$ cat src/rtl/keccak_sched_pkg.sv
// ---------------------------------------------------------------------------
// keccak_sched_pkg
//   Shared definitions for the Keccak-style round scheduler:
//   - default round / stage / watchdog limits
//   - stage index constants (THETA .. IOTA)
//   - scheduler FSM state encoding
//   - helper to size the stage watchdog counter
// ---------------------------------------------------------------------------
package keccak_sched_pkg;

    // Default permutation geometry and stage timeout.
    localparam int NUM_ROUNDS_DEFAULT = 24;
    localparam int NUM_STAGES_DEFAULT = 5;
    localparam int TIMEOUT_DEFAULT    = 4095;

    // Stage order inside one round.
    localparam int THETA   = 0;
    localparam int ROTATE  = 1;
    localparam int PERMUTE = 2;
    localparam int CHI     = 3;
    localparam int IOTA    = 4;

    // Width of the round_idx output.
    localparam int ROUND_W = 5;

    // Scheduler states.
    typedef enum logic [2:0] {
        ST_IDLE    = 3'd0,
        ST_LAUNCH  = 3'd1,
        ST_WAIT    = 3'd2,
        ST_ADVANCE = 3'd3,
        ST_FINISH  = 3'd4,
        ST_ERROR   = 3'd5
    } sched_state_t;

    // Counter width able to hold the value TIMEOUT itself (12 bits for 4095).
    function automatic int wdog_width(input int timeout);
        return (timeout < 2) ? 1 : $clog2(timeout + 1);
    endfunction

endpackage

$ cat src/rtl/sched_watchdog.sv
// ---------------------------------------------------------------------------
// sched_watchdog
//   Per-stage wait counter. Cleared when a stage is launched, counts every
//   cycle the scheduler waits without a matching completion, and flags the
//   cycle in which the next increment would reach TIMEOUT.
//
// Ports
//   clk      in   system clock, rising edge
//   rst      in   asynchronous active-high reset (count -> 0)
//   clear    in   synchronous clear (takes priority over enable)
//   enable   in   increment request for this cycle
//   terminal out  count == TIMEOUT-1: this wait cycle is the last one allowed
// ---------------------------------------------------------------------------
module sched_watchdog
    import keccak_sched_pkg::*;
#(
    parameter int TIMEOUT = TIMEOUT_DEFAULT,
    parameter int WIDTH   = wdog_width(TIMEOUT)
) (
    input  logic clk,
    input  logic rst,
    input  logic clear,
    input  logic enable,
    output logic terminal
);

    localparam logic [WIDTH-1:0] LIMIT = WIDTH'(TIMEOUT);
    localparam logic [WIDTH-1:0] LAST  = WIDTH'(TIMEOUT - 1);

    logic [WIDTH-1:0] count;

    // Saturates at TIMEOUT so it can never wrap back to a small value.
    always_ff @(posedge clk or posedge rst) begin
        if (rst) begin
            count <= '0;
        end else if (clear) begin
            count <= '0;
        end else if (enable && (count != LIMIT)) begin
            count <= count + WIDTH'(1);
        end
    end

    // The FSM leaves WAIT for ERROR on the same edge that takes count to
    // TIMEOUT, so the flag is raised one value early.
    assign terminal = (count == LAST);

endmodule

$ cat src/rtl/round_scheduler.sv
// ---------------------------------------------------------------------------
// round_scheduler
//   Sequences NUM_ROUNDS rounds of NUM_STAGES stages each (theta, rotate,
//   permute, chi, iota). Each stage is launched with a one-cycle pulse and
//   the scheduler waits for that stage's completion pulse, with a watchdog
//   that traps a stage that never answers.
//
// Stage handshake: stage_start[i] is a one-cycle launch pulse (the "valid")
//   and stage_done[i] is a one-cycle completion pulse (the "ready"). Only
//   stage_done[stage_idx] sampled while in WAIT is honoured; any bit seen in
//   another state, or for another stage, is dropped and never remembered.
//
// Ports
//   clk          in   system clock, rising edge
//   rst          in   asynchronous active-high reset
//   start        in   request one full permutation (sampled only in IDLE)
//   abort        in   cancel the permutation in progress (non-IDLE states)
//   stage_done   in   [NUM_STAGES] per-stage completion pulses
//   stage_start  out  [NUM_STAGES] one-hot one-cycle launch pulse
//   round_idx    out  [5] current round, holds NUM_ROUNDS-1 after finishing
//   busy         out  high in every state except IDLE
//   done         out  one-cycle pulse on successful completion
//   err          out  sticky stage-timeout flag, cleared by the next start
// ---------------------------------------------------------------------------
module round_scheduler
    import keccak_sched_pkg::*;
#(
    parameter int NUM_ROUNDS = NUM_ROUNDS_DEFAULT,
    parameter int NUM_STAGES = NUM_STAGES_DEFAULT,
    parameter int TIMEOUT    = TIMEOUT_DEFAULT
) (
    input  logic                  clk,
    input  logic                  rst,
    input  logic                  start,
    input  logic                  abort,
    input  logic [NUM_STAGES-1:0] stage_done,
    output logic [NUM_STAGES-1:0] stage_start,
    output logic [ROUND_W-1:0]    round_idx,
    output logic                  busy,
    output logic                  done,
    output logic                  err
);

    localparam int STAGE_W = (NUM_STAGES < 2) ? 1 : $clog2(NUM_STAGES);
    localparam int WD_W    = wdog_width(TIMEOUT);

    localparam logic [STAGE_W-1:0] FIRST_STAGE = STAGE_W'(THETA);
    localparam logic [STAGE_W-1:0] LAST_STAGE  = STAGE_W'(NUM_STAGES - 1);
    localparam logic [ROUND_W-1:0] LAST_ROUND  = ROUND_W'(NUM_ROUNDS - 1);

    sched_state_t         state;
    sched_state_t         state_nxt;
    logic [STAGE_W-1:0]   stage_idx;
    logic [STAGE_W-1:0]   stage_idx_nxt;
    logic [ROUND_W-1:0]   round_nxt;
    logic                 err_nxt;

    logic                 stage_hit;
    logic                 wd_clear;
    logic                 wd_enable;
    logic                 wd_terminal;

    // Completion of the stage currently being waited on.
    assign stage_hit = |(stage_done & (NUM_STAGES'(1) << stage_idx));

    // Watchdog: restart on every launch, count only unanswered WAIT cycles.
    assign wd_clear  = (state == ST_LAUNCH);
    assign wd_enable = (state == ST_WAIT) && !stage_hit && !abort;

    sched_watchdog #(
        .TIMEOUT (TIMEOUT),
        .WIDTH   (WD_W)
    ) u_watchdog (
        .clk      (clk),
        .rst      (rst),
        .clear    (wd_clear),
        .enable   (wd_enable),
        .terminal (wd_terminal)
    );

    // -----------------------------------------------------------------------
    // State and counter registers
    // -----------------------------------------------------------------------
    always_ff @(posedge clk or posedge rst) begin
        if (rst) begin
            state     <= ST_IDLE;
            stage_idx <= FIRST_STAGE;
            round_idx <= '0;
            err       <= 1'b0;
        end else begin
            state     <= state_nxt;
            stage_idx <= stage_idx_nxt;
            round_idx <= round_nxt;
            err       <= err_nxt;
        end
    end

    // -----------------------------------------------------------------------
    // Next-state and counter update
    // -----------------------------------------------------------------------
    always_comb begin
        state_nxt     = state;
        stage_idx_nxt = stage_idx;
        round_nxt     = round_idx;
        err_nxt       = err;

        case (state)
            ST_IDLE: begin
                if (start) begin
                    stage_idx_nxt = FIRST_STAGE;
                    round_nxt     = '0;
                    err_nxt       = 1'b0;
                    state_nxt     = ST_LAUNCH;
                end
            end

            ST_LAUNCH: begin
                state_nxt = ST_WAIT;
            end

            ST_WAIT: begin
                // A completion in the last allowed cycle still counts.
                if (stage_hit) begin
                    state_nxt = ST_ADVANCE;
                end else if (wd_terminal) begin
                    state_nxt = ST_ERROR;
                    err_nxt   = 1'b1;
                end
            end

            ST_ADVANCE: begin
                if (stage_idx != LAST_STAGE) begin
                    stage_idx_nxt = stage_idx + STAGE_W'(1);
                    state_nxt     = ST_LAUNCH;
                end else begin
                    stage_idx_nxt = FIRST_STAGE;
                    // The last round goes to FINISH instead of incrementing,
                    // so round_idx never wraps.
                    if (round_idx == LAST_ROUND) begin
                        state_nxt = ST_FINISH;
                    end else begin
                        round_nxt = round_idx + ROUND_W'(1);
                        state_nxt = ST_LAUNCH;
                    end
                end
            end

            ST_FINISH: begin
                state_nxt = ST_IDLE;
            end

            ST_ERROR: begin
                state_nxt = ST_ERROR;
            end

            default: begin
                state_nxt = ST_IDLE;
            end
        endcase

        // Abort beats everything else, including a completion in the same
        // cycle: progress freezes where it is and err keeps its value.
        if (abort && (state != ST_IDLE)) begin
            state_nxt     = ST_IDLE;
            stage_idx_nxt = stage_idx;
            round_nxt     = round_idx;
            err_nxt       = err;
        end
    end

    // -----------------------------------------------------------------------
    // Moore outputs
    // -----------------------------------------------------------------------
    always_comb begin
        stage_start = '0;
        if (state == ST_LAUNCH) begin
            stage_start = NUM_STAGES'(1) << stage_idx;
        end
    end

    assign busy = (state != ST_IDLE);
    assign done = (state == ST_FINISH);

endmodule

$ cat config.mk
export PLATFORM = sky130hd
export DESIGN_NAME = round_scheduler
export DESIGN_NICKNAME = d
export VERILOG_FILES = /design/src/rtl/keccak_sched_pkg.sv /design/src/rtl/sched_watchdog.sv /design/src/rtl/round_scheduler.sv
export SDC_FILE = /design/constraint.sdc
export NUM_CORES = 1
export LEC_CHECK = 0
export ABC_AREA = 1
export BUFFER_PORTS_ARGS = -buffer_cell sky130_fd_sc_hd__buf_2
export CORE_MARGIN = 2
export CORE_UTILIZATION = 50
export DETAILED_ROUTE_END_ITERATION = 10
export GPL_TIMING_DRIVEN = 0
export PLACE_DENSITY = 0.85
export SYNTH_ARGS = -nofsm -noshare
export SYNTH_HDL_FRONTEND = slang
export SYNTH_SLANG_ARGS = --single-unit
$ cat constraint.sdc
create_clock -name clk -period 1.4 [get_ports clk]
set_input_delay 0.28 -clock clk [delete_from_list [all_inputs] [get_ports clk]]
set_output_delay 0.28 -clock clk [all_outputs]
set_load 0.005 [all_outputs]
# Yosys cells after proc, flatten, opt, wreduce, memory -nomap -nowiden

Index checks and enable logic that the tools add are counted.
Widths: inputs -> output; s select.

Flip-flop bits (word level): 24
Logic and storage cells: 64
Bits of input ports: 9

Shift operators: 1
Multiplexer cells: 21
Add/subtract/negate cells: 3
Bitwise operators: 2
Equal/unequal tests: 16
Reductions and logical operators: 16

Operators by type and width:

| kind                  | number |
|---|---|
| $mux 12               | 2 |
| $mux 3                | 8 |
| $mux 5                | 4 |
| $pmux 3 s5            | 1 |
| $add 12x1->12 const B | 1 |
| $eq 12x12->1 const B  | 1 |
| $ne 12x12->1 const B  | 1 |
| $pmux 5 s2            | 1 |
| $reduce_and 5->1      | 2 |
| $ne 2x2->1 const B    | 4 |
| $eq 3x2->1 const B    | 2 |
| $eq 3x3->1 const B    | 2 |
| $ne 3x3->1 const B    | 2 |
| $pmux 3 s2            | 1 |
| $reduce_bool 2->1     | 3 |
| $add 5x1->5 const B   | 1 |
| $and 5x5->5           | 1 |
| $eq 5x5->1 const B    | 1 |
| $reduce_or 5->1       | 1 |
| $shl 1x3->5 const A   | 1 |
| $logic_and 1x1->1     | 4 |
| $ne 4x2->1 const B    | 1 |
| $add 3x1->3 const B   | 1 |
| $eq 3x1->1 const B    | 1 |
| 9 further kinds       | 12 |

# Longest topological paths before layout

Depth in word-level cells: 9
Mapped depth: 10
Mapped depth without buffers: 10

# Modules after synthesis

A second synthesis with hierarchy kept.

Cells, all modules: 241
Area total of the unflattened synthesis: 1,680.4 µm²

By module, submodules not included:

| module          | sequential area each (µm²) | times used | cells each | area each (µm²) |
|---|---|---|---|---|
| round_scheduler | 300.3                      | 1          | 129        | 888.4 |
| sched_watchdog  | 300.3                      | 1          | 112        | 792.0 |

# Worst setup path after synthesis

No wires, ideal clock.

Path type: flip-flop to flip-flop
Start point: register stage_idx[0]
End point: register u_watchdog.count[0]
Cell stages (with the launch flop): 10
Required time: 1.283 ns
Clock period less this slack: 1.546 ns
Arrival time: 1.430 ns
Slack: -0.146 ns
Path buffers: 1
Cell sequence: dfrtp_1 > ha_1 > ha_1 > nand2_1 > nand3_1 > nor3_4 > nand2_2 > buf_6 > nand3_2 > nand2_1

Cells in the longest elaborated chain, start to end: 8

RTL lines:

| what                               | line                  | source |
|---|---|---|
| from (decl)                        | round_scheduler.sv:53 | `logic [STAGE_W-1:0] stage_idx;` |
| from (signal assigned)             | round_scheduler.sv:92 | `stage_idx <= stage_idx_nxt;` |
| $shl 1x3->5                        | round_scheduler.sv:64 | `assign stage_hit = \|(stage_done & (NUM_STAGES'(1) << stage_idx));` |
| $and 5x5->5                        | round_scheduler.sv:64 |  |
| $reduce_or 5->1                    | round_scheduler.sv:64 |  |
| $logic_not 1->1                    | round_scheduler.sv:68 | `assign wd_enable = (state == ST_WAIT) && !stage_hit && !abort;` |
| $logic_and 1x1->1 (2 in a row)     | round_scheduler.sv:68 |  |
| $logic_and 1x1->1                  | sched_watchdog.sv:38  | `end else if (enable && (count != LIMIT)) begin` |
| $reduce_bool 2->1 (no source line) | --                    |  |
| to (signal assigned)               | sched_watchdog.sv:39  | `count <= count + WIDTH'(1);` |
| to (decl)                          | sched_watchdog.sv:30  | `logic [WIDTH-1:0] count;` |

No other way between the ends.
A chain may end at the register's enable or synchronous reset.

# Final worst setup path

Start point: register stage_idx[0]
End point: register u_watchdog.count[6]

Same word-level chain as after synthesis.

==> results by group <==
Worst setup path
  – Reg2reg end: u_watchdog.count[6]$_DFFE_PP0P_
  – Worst setup EP type: register
  – R2R cell count: 10
  – Required time worst endpoint: 1.67 ns
  – Crit path kind: reg -> reg
  – R2R Setup Slk: -0.35 ns
  – Worst R2R Start: stage_idx[0]$_DFFE_PP0P_
  – Critical Path AT: 2.01 ns
  – CP max FO: 5
  – Critical path launch point type: register

Final layout
  – Antenna diodes: 0
  – Nets@finish: 320
  – Share of layout cells above drive strength 1: 40.4%
  – Area grow syn2layout: 33.7%
  – Filler cell count: 228

Synthesis
  – Top FF cell, synth: dfrtp_1
  – Post-Synthesis Cell Area: 1810 um^2
  – #FFs+latches synth: 24
  – Post-synth ARST share: 100%
  – Syn Inst Count: 249
  – Warnings from Yosys: 0
  – Synthesized Nets: 266
  – Yosys cell types: 26
  – Sequential area share after synthesis: 33.1%
  – Synthesized area per cell: 7.29 um^2
  – Number of synthesized flops with an enable pin: 0

CTS
  – Clock root buffer: clkbuf_4
  – CTS H-Tree Depth: 1
  – Buffer depth of the longest clock path: 2
  – Num CTS Buffers: 3
  – Clock latency at the later pin of the worst-skew pair: 0.33 ns
  – Worst-path clk slew: 0.15 ns
  – Clock sinks: 24
  – CTS tree: built

Global routing
  – Vias in the first global route: 1795
  – Global-route wire length before repair: 7790 um
  – Initial antenna violation count: 0
  – Grt total ovfl: 0
  – Tot GR Track Use: 23.7%
  – Largest net degree at the start of global routing: 25

Die
  – Die ar.: 4130 um^2
  – CORE AREA: 3420 um^2
  – Die width: 64.2 um
  – Site Rows: 21
  – Starting Density: 53.1%
  – IO Count: 22
  – Die Ht: 64.2 um

STA
  – Fmax: 572 MHz
  – Hold_ws: 0.133 ns
  – Final Max Slew Viols: 0
  – Hold Fails Final Rpt: 0
  – # setup viols final: 28
  – Min setup slack post-route: -0.348 ns
  – Setup TNS Final: -6.36 ns
  – Worst-margin pin slew: 0.955 ns
  – Worst slew margin: 36.3%
  – Fin crit period: 1.75 ns
  – Period utilization: 125%
  – RSZ-0062 raised after global routing: yes
  – Clock Skew: 0.0138 ns

Run status
  – Outcome: finished with violations
  – Failing checks: setup timing

Drt
  – WL final: 5170 um
  – DRT iter0 DRCs: 158
  – Routed length per instance: 14.9 um
  – Vias post-DR: 1892
  – DR vias/cell: 5.44
  – ANT nets after route: 0
  – 1st-pass router iterations: 4
  – Drt drc: 0

Pwr
  – Pwr dens: 1330 nW/um^2
  – Tot Pwr: 3.22 mW
  – Leakage power total: 1.28 nW
  – Maximum VDD drop: 0.000721 V

Min path
  – HP Class: in -> async

Placed design
  – RD Place Congestion: 0.838
  – Final HPWL DP: 2640 um
  – IO buf count: 21

Job
  – Max-cap violation count: 0
-- cell type report --
class                           count  area, um^2  area share, %
Multi-Input combinational cell    184        1170           48.2
Tap cell                           46        57.6           2.37
Timing Repair Buffer               50         373           15.4
Inverter                           36         138           5.68
Buffer                              4        48.8           2.01
Sequential cell                    24         603           24.9
Clock buffer                        4        36.3           1.50
-- per-layer routing --
metal	vias to the layer above	global-route usage, %	share of wire [%]	wire, um
met5	-	0	0	0
li1	897	-	-	-
met2	103	42.1	50	2610
met3	18	2.64	6.1	313
met4	0	11.2	3.3	173
met1	874	28.4	40	2080
-- flip-flops by register name, summed over array words and instances (netlist names) --
name	count
err	1
round_idx	5
stage_idx	3
state	3
u_watchdog.count	12
-- cells by family after synthesis --
kind of cell | after synthesis | synth area share (%)
DFF | 24 | 33.1
and+or+nand+nor | 157 | 44.4
adders and majority gates | 8 | 5.52
xor gates and xnor gates | 9 | 4.35
AOI/OAI and AO/OA | 10 | 3.03
buffers and inverters | 41 | 9.59
-- worst max path at each step --
stage                                   from                               end  slack [ns]  depth (start not counted)
detailed placement  stage_idx[0]$_DFFE_PP0P_   u_watchdog.count[0]$_DFFE_PP0P_       -0.32                         10
global route        stage_idx[0]$_DFFE_PP0P_   u_watchdog.count[6]$_DFFE_PP0P_       -0.44                         10
finish              stage_idx[0]$_DFFE_PP0P_   u_watchdog.count[6]$_DFFE_PP0P_       -0.35                         10
floorplan           stage_idx[0]$_DFFE_PP0P_  u_watchdog.count[10]$_DFFE_PP0P_       -0.14                         10
global placement    stage_idx[0]$_DFFE_PP0P_   u_watchdog.count[0]$_DFFE_PP0P_       -0.29                         10
CTS                 stage_idx[0]$_DFFE_PP0P_   u_watchdog.count[0]$_DFFE_PP0P_       -0.24                         10
-- per-stage QoR --
stage                     setup WS (ns)  utilization, %  cells  instance area, um^2
after floorplan                  -0.136               -    249                 1850
after global placement           -0.295            58.8    316                 2010
after detailed placement         -0.322            58.8    316                 2010
after CTS                        -0.237            67.2    342                 2290
after global routing             -0.440            71.0    348                 2420
final                            -0.348            71.0    348                 2420
-- cell usage after synthesis (2+ instances only) --
cell type / n / area share [%]
nand2_1: 66 / 14
nand3_1: 33 / 9.1
inv_1: 30 / 6.2
dfrtp_1: 24 / 33
nor2_1: 24 / 5.0
nand3_2: 13 / 7.2
xor2_1: 9 / 4.3
ha_1: 8 / 5.5
inv_2: 6 / 1.2
nand2_2: 6 / 2.1
o21ai_0: 5 / 1.4
nor2_4: 4 / 2.5
buf_4: 3 / 1.2
nand4_1: 3 / 1.0
nand2_4: 2 / 1.2
nor2_2: 2 / 0.69
o21ai_1: 2 / 0.55
-- worst max-delay path, cell delays in order, from the launching register on --
cell and delay [ns]:
dfrtp_1 0.45, ha_2 0.21, ha_4 0.17, nand2_4 0.08, nand2_1 0.06, nor2_2 0.10, nand3_2 0.13, nor2_4 0.15
buf_6 0.13, nand3_1 0.09, nand2_1 0.09
-- layout by cell type (no fill, tap or decap) --
cell        n
nand2_1    61
nand3_1    27
inv_1      25
buf_4      22
dfrtp_1    22
nor2_1     21
buf_2      20
nand3_2    18
inv_2      10
nand2_2     9
buf_6       9
xor2_1      9
nor2_4      6
nand2_4     4
o21ai_1     4
nor2_2      3
nand4_1     3
ha_2        3
ha_1        3
clkbuf_4    3
nor3_4      2
buf_8       2
a21oi_2     2
o21ai_0     2
ha_4        2
dfrtp_2     2
nand3_4     1
inv_4       1
nand3b_1    1
o22ai_1     1
o21ai_2     1
nor3b_1     1
clkbuf_8    1
clkbuf_16   1
-- report_power, final --
| part | internal, mW | leakage, nW | switching, mW | total, mW |
|---|---|---|---|---|
| sequential | 0.782 | 0.328 | 0.0664 | 0.848 |
| combinational | 0.820 | 0.928 | 1.16 | 1.98 |
| clock | 0.159 | 0.0210 | 0.226 | 0.385 |
-- timing repair --
action	4_1_cts	5_1_grt
pin swaps	19	9
setup buffers	22	5
hold buffers	0	0
gates cloned	1	1
setup endpoints to repair	30	30
gates resized for setup	30	18
Power figures use the tool's default switching activity.
